**config.mk**
```make
export PLATFORM = sky130hd
export DESIGN_NAME = spi_shift_engine_flat
export DESIGN_NICKNAME = d
export VERILOG_FILES = /design/src/rtl/spi_shift_engine_if.sv /design/src/rtl/spi_shift_engine.sv /design/src/flat_wrapper.sv
export SDC_FILE = /design/constraint.sdc
export NUM_CORES = 1
export LEC_CHECK = 0
export CORE_UTILIZATION = 34
export CTS_CLUSTER_SIZE = 10
export DETAILED_ROUTE_END_ITERATION = 12
export GPL_TIMING_DRIVEN = 0
export HOLD_SLACK_MARGIN = 0.08
export PLACE_DENSITY = 0.71
export SLEW_MARGIN = 20
export SYNTH_ARGS = -nofsm -noshare
export SYNTH_HDL_FRONTEND = slang
export SYNTH_SLANG_ARGS = --single-unit
```
**constraint.sdc**
```tcl
create_clock -name clk -period 1.3 [get_ports clk]
set_input_delay 0.195 -clock clk [delete_from_list [all_inputs] [get_ports clk]]
set_output_delay 0.195 -clock clk [all_outputs]
set_load 0.005 [all_outputs]
```
**src/rtl/spi_shift_engine_if.sv**
```systemverilog
// Handshake and serial-bus bundle for spi_shift_engine.
// Latency: none (wires only). Backpressure: load_ready gates loads, rx_ack drains rx.
// Optional macro SPI_SHIFT_OVERRUN_EN adds the sticky overrun flag.
// Signals: load_valid/load_ready/load_data/lsb_first (load handshake),
//   shift_en/ser_in/ser_out (bit strobe and serial lines), busy,
//   rx_valid/rx_data/rx_ack (receive handshake), overrun (optional).
// Modports: master = the agent that drives loads and strobes;
//   slave = the shift engine itself.
interface spi_shift_engine_if #(
  parameter int WIDTH = 8
);
  logic             load_valid;
  logic             load_ready;
  logic [WIDTH-1:0] load_data;
  logic             lsb_first;
  logic             shift_en;
  logic             ser_in;
  logic             ser_out;
  logic             busy;
  logic             rx_valid;
  logic [WIDTH-1:0] rx_data;
  logic             rx_ack;
`ifdef SPI_SHIFT_OVERRUN_EN
  logic             overrun;
`endif

  modport master (
    output load_valid, load_data, lsb_first, shift_en, ser_in, rx_ack,
    input  load_ready, ser_out, busy, rx_valid, rx_data
`ifdef SPI_SHIFT_OVERRUN_EN
    , input overrun
`endif
  );

  modport slave (
    input  load_valid, load_data, lsb_first, shift_en, ser_in, rx_ack,
    output load_ready, ser_out, busy, rx_valid, rx_data
`ifdef SPI_SHIFT_OVERRUN_EN
    , output overrun
`endif
  );
endinterface

```
**src/rtl/spi_shift_engine.sv**
```systemverilog
// Bidirectional SPI shift engine: loads a word, shifts one bit per shift_en strobe.
// Latency: rx_valid rises the cycle after the WIDTH-th strobe; one IDLE cycle before the next load.
// Backpressure: load_ready low while shifting; rx_valid held until rx_ack (overrun if unacked, optional).
// Ports: clk, reset (async active-low), bus (spi_shift_engine_if.slave).
// Optional macro SPI_SHIFT_OVERRUN_EN: sticky overrun flag; an unacked completion
// keeps the old rx_data instead of overwriting it.
module spi_shift_engine #(
  parameter int WIDTH = 8
) (
  input  logic               clk,
  input  logic               reset,
  spi_shift_engine_if.slave  bus
);
  localparam int CNT_W = $clog2(WIDTH);

  typedef enum logic {IDLE = 1'b0, SHIFT = 1'b1} state_t;

  state_t             state_q, state_d;
  logic [WIDTH-1:0]   shreg_q, shreg_d;
  logic               dir_q, dir_d;
  logic [CNT_W-1:0]   cnt_q, cnt_d;
  logic [WIDTH-1:0]   rx_data_q, rx_data_d;
  logic               rx_valid_q, rx_valid_d;
`ifdef SPI_SHIFT_OVERRUN_EN
  logic               overrun_q, overrun_d;
`endif

  logic [WIDTH-1:0]   shifted;
  logic               done;

  always_ff @(posedge clk or negedge reset) begin
    if (!reset) begin
      state_q    <= IDLE;
      shreg_q    <= '0;
      dir_q      <= 1'b0;
      cnt_q      <= '0;
      rx_data_q  <= '0;
      rx_valid_q <= 1'b0;
`ifdef SPI_SHIFT_OVERRUN_EN
      overrun_q  <= 1'b0;
`endif
    end else begin
      state_q    <= state_d;
      shreg_q    <= shreg_d;
      dir_q      <= dir_d;
      cnt_q      <= cnt_d;
      rx_data_q  <= rx_data_d;
      rx_valid_q <= rx_valid_d;
`ifdef SPI_SHIFT_OVERRUN_EN
      overrun_q  <= overrun_d;
`endif
    end
  end

  always_comb begin
    state_d    = state_q;
    shreg_d    = shreg_q;
    dir_d      = dir_q;
    cnt_d      = cnt_q;
    rx_data_d  = rx_data_q;
    rx_valid_d = rx_valid_q;
`ifdef SPI_SHIFT_OVERRUN_EN
    overrun_d  = overrun_q;
`endif
    done       = 1'b0;
    // dir=1 moves bits toward index 0 (LSB out first), dir=0 toward the MSB.
    shifted    = dir_q ? {bus.ser_in, shreg_q[WIDTH-1:1]}
                       : {shreg_q[WIDTH-2:0], bus.ser_in};

    unique case (state_q)
      IDLE: begin
        if (bus.load_valid) begin
          shreg_d = bus.load_data;
          dir_d   = bus.lsb_first;
          cnt_d   = '0;
          state_d = SHIFT;
        end
      end
      SHIFT: begin
        if (bus.shift_en) begin
          shreg_d = shifted;
          if (cnt_q == CNT_W'(WIDTH - 1)) begin
            cnt_d   = '0;
            state_d = IDLE;
            done    = 1'b1;
          end else begin
            cnt_d = cnt_q + CNT_W'(1);
          end
        end
      end
      default: state_d = IDLE;
    endcase

    // Ack is applied first so a completion in the same cycle wins and
    // leaves rx_valid set with the new word.
    if (bus.rx_ack && rx_valid_q) begin
      rx_valid_d = 1'b0;
`ifdef SPI_SHIFT_OVERRUN_EN
      overrun_d  = 1'b0;
`endif
    end

    if (done) begin
`ifdef SPI_SHIFT_OVERRUN_EN
      if (rx_valid_q && !bus.rx_ack) begin
        overrun_d = 1'b1;
      end else begin
        rx_data_d  = shifted;
        rx_valid_d = 1'b1;
      end
`else
      rx_data_d  = shifted;
      rx_valid_d = 1'b1;
`endif
    end
  end

  assign bus.load_ready = (state_q == IDLE);
  assign bus.busy       = (state_q == SHIFT);
  assign bus.ser_out    = dir_q ? shreg_q[0] : shreg_q[WIDTH-1];
  assign bus.rx_valid   = rx_valid_q;
  assign bus.rx_data    = rx_data_q;
`ifdef SPI_SHIFT_OVERRUN_EN
  assign bus.overrun    = overrun_q;
`endif
endmodule

```
**src/flat_wrapper.sv**
```systemverilog
// flat-port wrapper written by rule: the top's interface ports become plain ports
module spi_shift_engine_flat 
#(
  parameter int WIDTH = 8
)
  (clk, reset, bus_load_valid, bus_load_data, bus_lsb_first, bus_shift_en, bus_ser_in, bus_rx_ack, bus_load_ready, bus_ser_out, bus_busy, bus_rx_valid, bus_rx_data);
  spi_shift_engine_if #(.WIDTH(WIDTH)) bus_i ();
  input  logic clk;
  input  logic reset;
  input wire logic [$bits(bus_i.load_valid)-1:0] bus_load_valid;
  input wire logic [$bits(bus_i.load_data)-1:0] bus_load_data;
  input wire logic [$bits(bus_i.lsb_first)-1:0] bus_lsb_first;
  input wire logic [$bits(bus_i.shift_en)-1:0] bus_shift_en;
  input wire logic [$bits(bus_i.ser_in)-1:0] bus_ser_in;
  input wire logic [$bits(bus_i.rx_ack)-1:0] bus_rx_ack;
  output wire logic [$bits(bus_i.load_ready)-1:0] bus_load_ready;
  output wire logic [$bits(bus_i.ser_out)-1:0] bus_ser_out;
  output wire logic [$bits(bus_i.busy)-1:0] bus_busy;
  output wire logic [$bits(bus_i.rx_valid)-1:0] bus_rx_valid;
  output wire logic [$bits(bus_i.rx_data)-1:0] bus_rx_data;
  assign bus_i.load_valid = bus_load_valid;
  assign bus_i.load_data = bus_load_data;
  assign bus_i.lsb_first = bus_lsb_first;
  assign bus_i.shift_en = bus_shift_en;
  assign bus_i.ser_in = bus_ser_in;
  assign bus_i.rx_ack = bus_rx_ack;
  assign bus_load_ready = bus_i.load_ready;
  assign bus_ser_out = bus_i.ser_out;
  assign bus_busy = bus_i.busy;
  assign bus_rx_valid = bus_i.rx_valid;
  assign bus_rx_data = bus_i.rx_data;
  spi_shift_engine #(.WIDTH(WIDTH)) u_core (.clk(clk), .reset(reset), .bus(bus_i));
endmodule
```
==> results of run 1 <==
cells in the mapped netlist, drive strengths merged:
library cell	number	area, um2
nand2	19	71.32
mux2i	10	100.1
nand3	1	10.01
o211ai	8	60.06
nor2b	1	6.260
dfrtp	22	550.5
a31oi	1	6.260
nor2	1	3.750
o31ai	1	7.510
buf	5	25.02
and2b	1	7.510
o21ai	20	100.1
ha	2	25.02
inv	2	7.510
mux2	2	26.27
kinds of logic (layout without fill, tap and decap cells):
logic type / Yosys count / count (layout)
AO/OA/AOI/OAI: 30 / 30
AND/OR/NAND/NOR: 23 / 23
flip-flops: 22 / 22
multiplexers: 12 / 12
buffers and inverters: 7 / 50
adder cells (fa/ha/maj): 2 / 2
how the worst max path moves through the flow:
stage                    start                  end  cells after the start
4_1_cts           u_core.dir_q          bus_ser_out                      3
3_5_place_dp      u_core.dir_q          bus_ser_out                      3
3_3_place_gp      u_core.dir_q          bus_ser_out                      3
5_1_grt           u_core.dir_q          bus_ser_out                      2
6_report          u_core.dir_q          bus_ser_out                      2
2_1_floorplan  u_core.cnt_q[0]  u_core.bus.rx_valid                      5
per-layer routing:
metal  share of wire  vias to the layer above  global-route usage
met5               0                        -                   0
met4          0.0094                        0             0.05226
met3           0.042                        5             0.04608
met2            0.51                       20              0.2672
met1            0.43                      433              0.2128
li1                -                      428                   -
cell type report:
cell class,instances,area (um2),area share
sequential,22,551.8,0.3648
multi-input combinational,67,495.5,0.3275
timing repair buffer,40,351.6,0.2324
tap,31,38.79,0.02564
clock buffer,4,36.28,0.02399
buffer,4,31.28,0.02068
inverter,2,7.507,0.004963
sequential cells by signal, summed over array words and instances (netlist names):
name / count
u_core.bus.rx_data: 8
u_core.shreg_q: 8
u_core.cnt_q: 3
u_core.bus.busy: 1
u_core.bus.rx_valid: 1
u_core.dir_q: 1
power by group:
| part | total [W] | switching [W] | internal, W | leakage, nW |
|---|---|---|---|---|
| Sequential | 0.00116 | 0.000203 | 0.000956 | 0.281 |
| Clock | 0.000382 | 0.000211 | 0.000171 | 0.0210 |
| Combinational | 0.00133 | 0.000606 | 0.000723 | 0.385 |
| Total | 0.00287 | 0.00102 | 0.00185 | 0.686 |
metrics by stage:
| stage | power [W] | setup TNS, ns | setup slack (ns) | hold WS (ns) |
|---|---|---|---|---|
| finish | 0.002870 | -0.05395 | -0.05395 | 0.2013 |
| global placement | 0.002162 | -3.707 | -0.2799 | 0.4622 |
| global route | 0.003059 | -0.2334 | -0.09526 | 0.1753 |
| detailed placement | 0.002224 | -4.986 | -0.2744 | 0.4737 |
| CTS | 0.002684 | -0.1955 | -0.1955 | 0.1839 |
| floorplan | 0.001709 | 0 | 0.02409 | -0.1006 |
timing repair:
action	CTS	global route
setup buffers	5	7
hold buffers	0	1
endpoints found under the setup margin	21	21
pin swaps	0	10
gates cloned	1	1
hold endpoints to repair	0	22
gates resized for setup	23	37
==> metrics.yaml, run 1 <==
status: "complete, but fails checks"
violations: "negative setup slack"
io-pin-count: 27
hpwlAfterDp_mm: 1.612
syn_avg_cell_area_um2: 10.49
fin_crit_ns: 1.354
ir_worst_vdd_mv: 1.033
hold_path_end: "u_core.bus.busy"
critPathTopFamily: "flip-flops"
instances_no_fill: 170
antenna_cells: 0
start_util: 0.3621
mostFrequentLayoutCell: "dfrtp_1"
slowest_stage: "dfrtp_1"
wl_mm: 2.565
crit_buf_inv: 1
yosys_register_bits: 22
drc_errors: 0
setup_violations: 1
max_slew_margin: 0.6668
rsz0062_at_grt: "yes"
maxCapViolations: 0
cts.clk_slew.worst_paths_ns: 0.13
syn_nets: 113
cp.required_ns: 1.11
track_usage: 0.1649
final_cell_mix: "dfrtp_1, buf_4, nand2_1, clkdlybuf4s50_1, dlygate4sd2_1"
yosysWarnings: 0
skew_ns: 0.009777
fp.dieH_um: 56.43
vias: 886
synth_top_family_by_area: "compound AO/OA/AOI/OAI gates"
min_from: "bus_shift_en"
antenna_found_initial: 0
cts_root_buf: "clkbuf_4"
syn2layout_area_growth_pct: 50.19
critical_path.max_fanout: 2
die_x_um: 56.43
cts.sinks: 22
drive_gt1_frac: 0.3309
cp.arrival_ns: 1.16
cts_buffer_depth: 2
die_area_mm2: 0.003184
hold_class: "in2reg"
critPathCaptureType: "output port"
synthMuxAreaShare: 0.1255
cp-start-kind: "register"
grt_pass1_vias: 807
max_freq_mhz: 738.6
hold_viol: 0
final_nets: 157
maxSlewViolCount: 0
setup_ws_ns: -0.05395
power_leakage_nw: 0.6864
cellPowerDensity_mw_per_mm2: 1897
crit_path_cell_trace: "mux2_2 > clkbuf_2"
wire_per_inst_um: 15.09
r2r-start: "u_core.cnt_q[0]"
grt-ovfl-total: 0
portBuffers: 25
finalCritPeriodShare: 1.041
via_per_inst: 5.212
grt_max_degree: 23
utilization: 0.5439
path_class: "reg2out"
core_mm2: 0.002781
synthXorXnorAreaFrac: 0
regToRegSetupSlack_ns: 0
r2r-end: "u_core.bus.rx_data[6]"
cts_tree: "done"
cp_slowest_stage_delay_ns: 0.40
grt_pass1_wl_mm: 4.008
rows: 19
nFillCells: 251
synth_compound_area_frac: 0.1727
htree_levels: 1
ant_nets: 0
dpl_cell_area_mm2: 0.001296
cts_buffers: 3
synthCells: 96
ff2ff_path_depth: 6
yosysSeqAreaShare: 0.5466
first_pass_iters: 4
worst_pin_slew_ns: 0.4998
whs_path_depth: 2
drt_iter0_markers: 31
place.gp.congestion: 0.7834
stdcell_area_mm2: 0.001513
place_inst: 152
yosys.cell_types.count: 17
clkLatencyLatePin_ns: 0.31
synthAdderAreaFrac: 0.02484
yosys.area_share.simple: 0.09814
netlist_area_mm2: 0.001007
(Power assumes the default switching activity.)
==> run 2: changes to the inputs <==
PLACE_DENSITY = 0.69   (was 0.71)
clock period = 1.6 ns   (was 1.3 ns; I/O delays follow)
==> metrics.yaml, run 2 (synthesis results as in run 1) <==
status: "completed"  # was complete, but fails checks
met1_usage: 0.1982  # was 0.2128
groute.layer.met2.usage: 0.2521  # was 0.2672
cts_tree: "done"  # unchanged
portBuffers: 25  # unchanged
startpoint: "u_core.cnt_q[0]"  # was u_core.dir_q
wire_per_inst_um: 14.23  # was 15.09 um
grt_max_degree: 23  # unchanged
drt_iter0_markers: 22  # was 31
wl_mm: 2.263  # was 2.565 mm
cts.sinks: 22  # unchanged
power.total_w: 0.002263  # was 0.002870 W
drc_errors: 0  # unchanged
grt_pass1_wl_mm: 3.781  # was 4.008 mm
critical_path.max_fanout: 10  # was 2
busiest_layer: "met2"  # unchanged
cts_buffer_depth: 2  # unchanged
cp-start-kind: "register"  # unchanged
cts_root_buf: "clkbuf_4"  # unchanged
critPathCaptureType: "register"  # was output port
finalCritPeriodShare: 0.9451
hpwlAfterDp_mm: 1.582  # was 1.612 mm
final_nets: 146  # was 157
fp.dieH_um: 56.43  # unchanged
worst_pin_slew_ns: 0.4989  # was 0.4998 ns
cts_buffers: 3  # unchanged
hold_class: "in2reg"  # unchanged
path_class: "reg2reg"  # was reg2out
rows: 19  # unchanged
fin_crit_ns: 1.512
first_pass_iters: 4  # unchanged
drive_gt1_frac: 0.1328  # was 0.3309
io-pin-count: 27  # unchanged
max_freq_mhz: 661.3
maxCapViolations: 0  # unchanged
syn2layout_area_growth_pct: 37.39  # was 50.19%
ff2ff_path_depth: 6  # unchanged
core_mm2: 0.002781  # unchanged
final_cell_mix: "clkdlybuf4s50_1, dfrtp_1, nand2_1, o21ai_0, mux2i_1"  # was dfrtp_1, buf_4, nand2_1, clkdlybuf4s50_1, dlygate4sd2_1
maxSlewViolCount: 0  # unchanged
ir_worst_vdd_mv: 1.246  # was 1.033 mV
antenna_found_initial: 0  # unchanged
whs_path_depth: 2  # unchanged
htree_levels: 1  # unchanged
crit_path_cell_trace: "ha_1 > ha_1 > nand3_4 > clkbuf_4 > nand2_1 > o21ai_0"  # was mux2_2 > clkbuf_2
die_x_um: 56.43  # unchanged
dpl_cell_area_mm2: 0.001296  # unchanged
via_per_inst: 5.220  # was 5.212
cts.clk_slew.worst_paths_ns: 0.13  # about the same
place.gp.congestion: 0.7611  # was 0.7834
hold_viol: 0  # unchanged
grtUsageMet3: 0.04839  # was 0.04608
setup_violations: 0  # was 1
start_util: 0.3621  # unchanged
power_leakage_nw: 0.6154  # was 0.6864 nW
grt_pass1_vias: 830  # was 807
cp.arrival_ns: 1.74  # was 1.16 ns
ant_nets: 0  # unchanged
cpMostUsedCell: "ha_1"
skew_ns: 0.01205  # was 0.009777 ns
track_usage: 0.1563  # was 0.1649
cellPowerDensity_mw_per_mm2: 1635  # was 1897 mW/mm2
cp_slowest_stage_delay_ns: 0.43  # was 0.40 ns
r2r-start: "u_core.cnt_q[0]"  # unchanged
grt-ovfl-total: 0  # unchanged
min_from: "bus_shift_en"  # unchanged
setup_tns_ns: 0  # was -0.05395 ns
clkLatencyLatePin_ns: 0.32  # was 0.31 ns
slowest_stage: "dfrtp_1"  # unchanged
whs_ns: 0.2233  # was 0.2013 ns
die_area_mm2: 0.003184  # unchanged
vias: 830  # was 886
max_slew_margin: 0.6674  # was 0.6668
nFillCells: 274  # was 251
stdcell_area_mm2: 0.001384  # was 0.001513 mm2
antenna_cells: 0  # unchanged
cp.required_ns: 1.83  # was 1.11 ns
utilization: 0.4975  # was 0.5439
mostFrequentLayoutCell: "clkdlybuf4s50_1"  # was dfrtp_1
-- run 2: cell types whose count changed in the layout (fill, tap and decap cells not counted), sizes merged --
| cell | previous run | this run |
|---|---|---|
| clkdlybuf4s50 | 12 | 22 |
| dlygate4sd2 | 10 | 0 |
| bufinv | 0 | 1 |
| clkbuf | 6 | 5 |
| buf | 19 | 7 |
| dlymetal6s2s | 0 | 1 |
-- run 2: metrics by stage --
stage / std cells / worst slack, ns
finish: 159 / 0.08776
global route: 159 / -0.002626
CTS: 158 / 0.004174
detailed placement: 152 / -0.01465
global placement: 152 / -0.01912
floorplan: 96 / 0.3241
-- run 2: critical path: cells and delay by family (launching register included) --
kind	cells	cell delay (ns)
fa+ha+maj	2	0.46
flops	1	0.43
simple gates	2	0.22
buf+inv	1	0.22
compound gates	1	0.08
-- run 2: where the power goes --
part           switching (W)  total, W  internal [W]  leakage [nW]
Clock               0.000182  0.000435      0.000254        0.0279
Sequential          0.000146  0.000922      0.000777         0.281
Combinational       0.000397  0.000905      0.000508         0.307
-- run 2: what timing repair did --
action                                 in CTS  in global routing
pin swaps                                   0                  0
endpoints found under the hold margin       0                 22
setup endpoints to repair                   3                  4
setup buffers                               2                  0
hold buffers                                0                  1
resized for setup                           5                  4
-- run 2: final cells by class --
type                       instances  area, um2  share of cell area
clock inverter                     1      30.03             0.02170
timing repair buffer              28      267.8              0.1935
buffer                             5      33.78             0.02441
sequential                        22      551.8              0.3987
clock buffer                       3      22.52             0.01627
tap                               31      38.79             0.02803
multi-input combinational         67      431.7              0.3119
inverter                           2      7.507            0.005425
-- run 2: worst paths after layout --
check                           slack (ns)               endpoint
worst min register to register        0.49  u_core.bus.rx_data[1]
worst max-delay path                  0.09  u_core.bus.rx_data[5]
worst max register to register        0.09  u_core.bus.rx_data[5]
max in group asynchronous             0.83        u_core.bus.busy
worst min-delay path                  0.22        u_core.bus.busy
min in group asynchronous             0.39    u_core.bus.rx_valid
-- run 2: metal layers --
metal | share of wire | routed length [um] | up-vias
met5 | 0 | 0 | -
met4 | 0.011 | 25 | 0
met3 | 0.043 | 98 | 4
met2 | 0.51 | 1145 | 16
met1 | 0.44 | 994 | 408
li1 | - | - | 402
==> run 3: changes to the inputs <==
REMOVE_ABC_BUFFERS = 1   (was default)
==> metrics.yaml, run 3 (synthesis results as in run 1) <==
grt_max_degree: 23  # unchanged
cp.arrival_ns: 1.72  # was 1.74 ns
hold_viol: 0  # unchanged
vias: 786  # was 830
grt_pass1_wl_mm: 3.415  # was 3.781 mm
seqPwrFrac: 0.446  # was 0.408
status: "completed"  # unchanged
core_mm2: 0.002781  # unchanged
wire_per_inst_um: 13.23  # was 14.23 um
cts.clk_slew.worst_paths_ns: 0.12  # was 0.13 ns
place.gp.congestion: 0.7188  # was 0.7611
fin_crit_ns: 1.518  # was 1.512 ns
ant_nets: 0  # unchanged
mostFrequentLayoutCell: "clkdlybuf4s50_1"  # unchanged
drt_iter0_markers: 14  # was 22
grt-ovfl-total: 0  # unchanged
htree_levels: 1  # unchanged
cts_tree: "done"  # unchanged
max_freq_mhz: 658.9  # was 661.3 MHz
wl_mm: 2.050  # was 2.263 mm
ir_worst_vdd_mv: 0.8997  # was 1.246 mV
power_leakage_nw: 0.5743  # was 0.6154 nW
antenna_cells: 0  # unchanged
power_frac_comb: 0.405  # was 0.400
portBuffers: 26  # was 25
via_per_inst: 5.071  # was 5.220
path_class: "reg2reg"  # unchanged
hpwlAfterDp_mm: 1.425  # was 1.582 mm
finalCritPeriodShare: 0.9486  # was 0.9451
skew_ns: 0.001916  # was 0.01205 ns
maxSlewViolCount: 0  # unchanged
track_usage: 0.1400  # was 0.1563
rsz0062_at_grt: "no"
die_x_um: 56.43  # unchanged
fp.dieH_um: 56.43  # unchanged
nFillCells: 280  # was 274
cts_buffer_depth: 2  # unchanged
swShare: 0.3260  # was 0.3203
drc_errors: 0  # unchanged
worst_pin_slew_ns: 0.7738  # was 0.4989 ns
cellPowerDensity_mw_per_mm2: 1546  # was 1635 mW/mm2
whs_ns: 0.4102  # was 0.2233 ns
max_slew_margin: 0.4831  # was 0.6674
grt_pass1_vias: 785  # was 830
final_cell_mix: "clkdlybuf4s50_1, dfrtp_1, nand2_1, o21ai_0, mux2i_1"  # unchanged
critical_path.max_fanout: 9  # was 10
syn2layout_area_growth_pct: 32.79  # was 37.39%
io-pin-count: 27  # unchanged
dpl_cell_area_mm2: 0.001281  # was 0.001296 mm2
final_nets: 142  # was 146
intPower_w: 0.001393  # was 0.001538 W
p_clk_frac: 0.148  # was 0.192
critPathCaptureType: "register"  # unchanged
cts_buffers: 3  # unchanged
first_pass_iters: 4  # unchanged
cp.required_ns: 1.81  # was 1.83 ns
drive_gt1_frac: 0.09677  # was 0.1328
start_util: 0.3621  # unchanged
rows: 19  # unchanged
cts.sinks: 22  # unchanged
hold_class: "in2async"  # was in2reg
clkLatencyLatePin_ns: 0.31  # was 0.32 ns
antenna_found_initial: 0  # unchanged
setup_violations: 0  # unchanged
stdcell_area_mm2: 0.001338  # was 0.001384 mm2
p_sw_w: 0.0006739  # was 0.0007247 W
maxCapViolations: 0  # unchanged
die_area_mm2: 0.003184  # unchanged
cts_root_buf: "clkbuf_4"  # unchanged
cp-start-kind: "register"  # unchanged
-- run 3: cell count changes in the layout (fill, tap and decap cells not counted), sizes merged --
| cell | before | now |
|---|---|---|
| clkdlybuf4s50 | 22 | 23 |
| clkbuf | 5 | 4 |
| buf | 7 | 3 |
| dlygate4sd2 | 0 | 2 |
| dlymetal6s2s | 1 | 0 |
| bufinv | 1 | 0 |
-- run 3: area by class of cell --
class / count / area [um2] / area share
Sequential cell: 22 / 553.0 / 0.4135
Inverter: 2 / 7.507 / 0.005613
Multi-Input combinational cell: 67 / 424.2 / 0.3171
Tap cell: 31 / 38.79 / 0.02900
Clock buffer: 4 / 36.28 / 0.02713
Timing Repair Buffer: 29 / 277.8 / 0.2077
-- run 3: per-stage QoR --
step	cells	setup slack, ns	power [W]	TNS (ns)	util
2_1_floorplan	91	0.3008	0.001368	0	-
3_3_place_gp	148	-0.2157	0.001740	-0.8303	0.4606
3_5_place_dp	148	-0.2239	0.001766	-0.9110	0.4606
4_1_cts	154	0.06530	0.002098	0	0.4791
5_1_grt	155	0.01072	0.002226	0	0.4809
6_report	155	0.08229	0.002067	0	0.4809
-- run 3: routing by layer --
layer / global-route usage / vias to the layer above / wire length, um
met4: 0.06272 / 0 / 34
met3: 0.03226 / 5 / 103
li1: - / 396 / -
met1: 0.1681 / 363 / 968
met5: 0 / - / 0
met2: 0.2370 / 22 / 945
-- run 3: path summary, 6_finish.rpt --
path	slack (ns)	startpoint	depth (start not counted)	endpoint
max	0.08	u_core.bus.busy	2	u_core.dir_q
min	0.41	reset	2	u_core.bus.rx_data[1]
max reg2reg	0.08	u_core.bus.busy	2	u_core.dir_q
min reg2reg	0.49	u_core.bus.rx_data[0]	2	u_core.bus.rx_data[0]
max in group asynchronous	0.83	reset	2	u_core.dir_q
min in group clk	0.49	bus_rx_ack	2	u_core.bus.rx_valid
-- run 3: critical path: stages (launching register included) --
cell	delay, ns
dfrtp_2	0.45
nor2b_1	0.61
mux2_4	0.35
-- run 3: power groups by stage --
stage / sequential [W] / clock [W] / combinational, W
floorplan: 0.000951 / 0 / 0.000417
global route: 0.000954 / 0.000343 / 0.000929
global placement: 0.000976 / 0 / 0.000763
detailed placement: 0.000981 / 0 / 0.000786
finish: 0.000922 / 0.000307 / 0.000838
CTS: 0.000923 / 0.000321 / 0.000853
-- run 3: what timing repair did --
item / 4_1_cts / 5_1_grt
endpoints found under the setup margin: 2 / 0
resized for setup: 4 / 0
hold buffers: 0 / 1
setup buffers: 2 / 0
endpoints found under the hold margin: 0 / 22
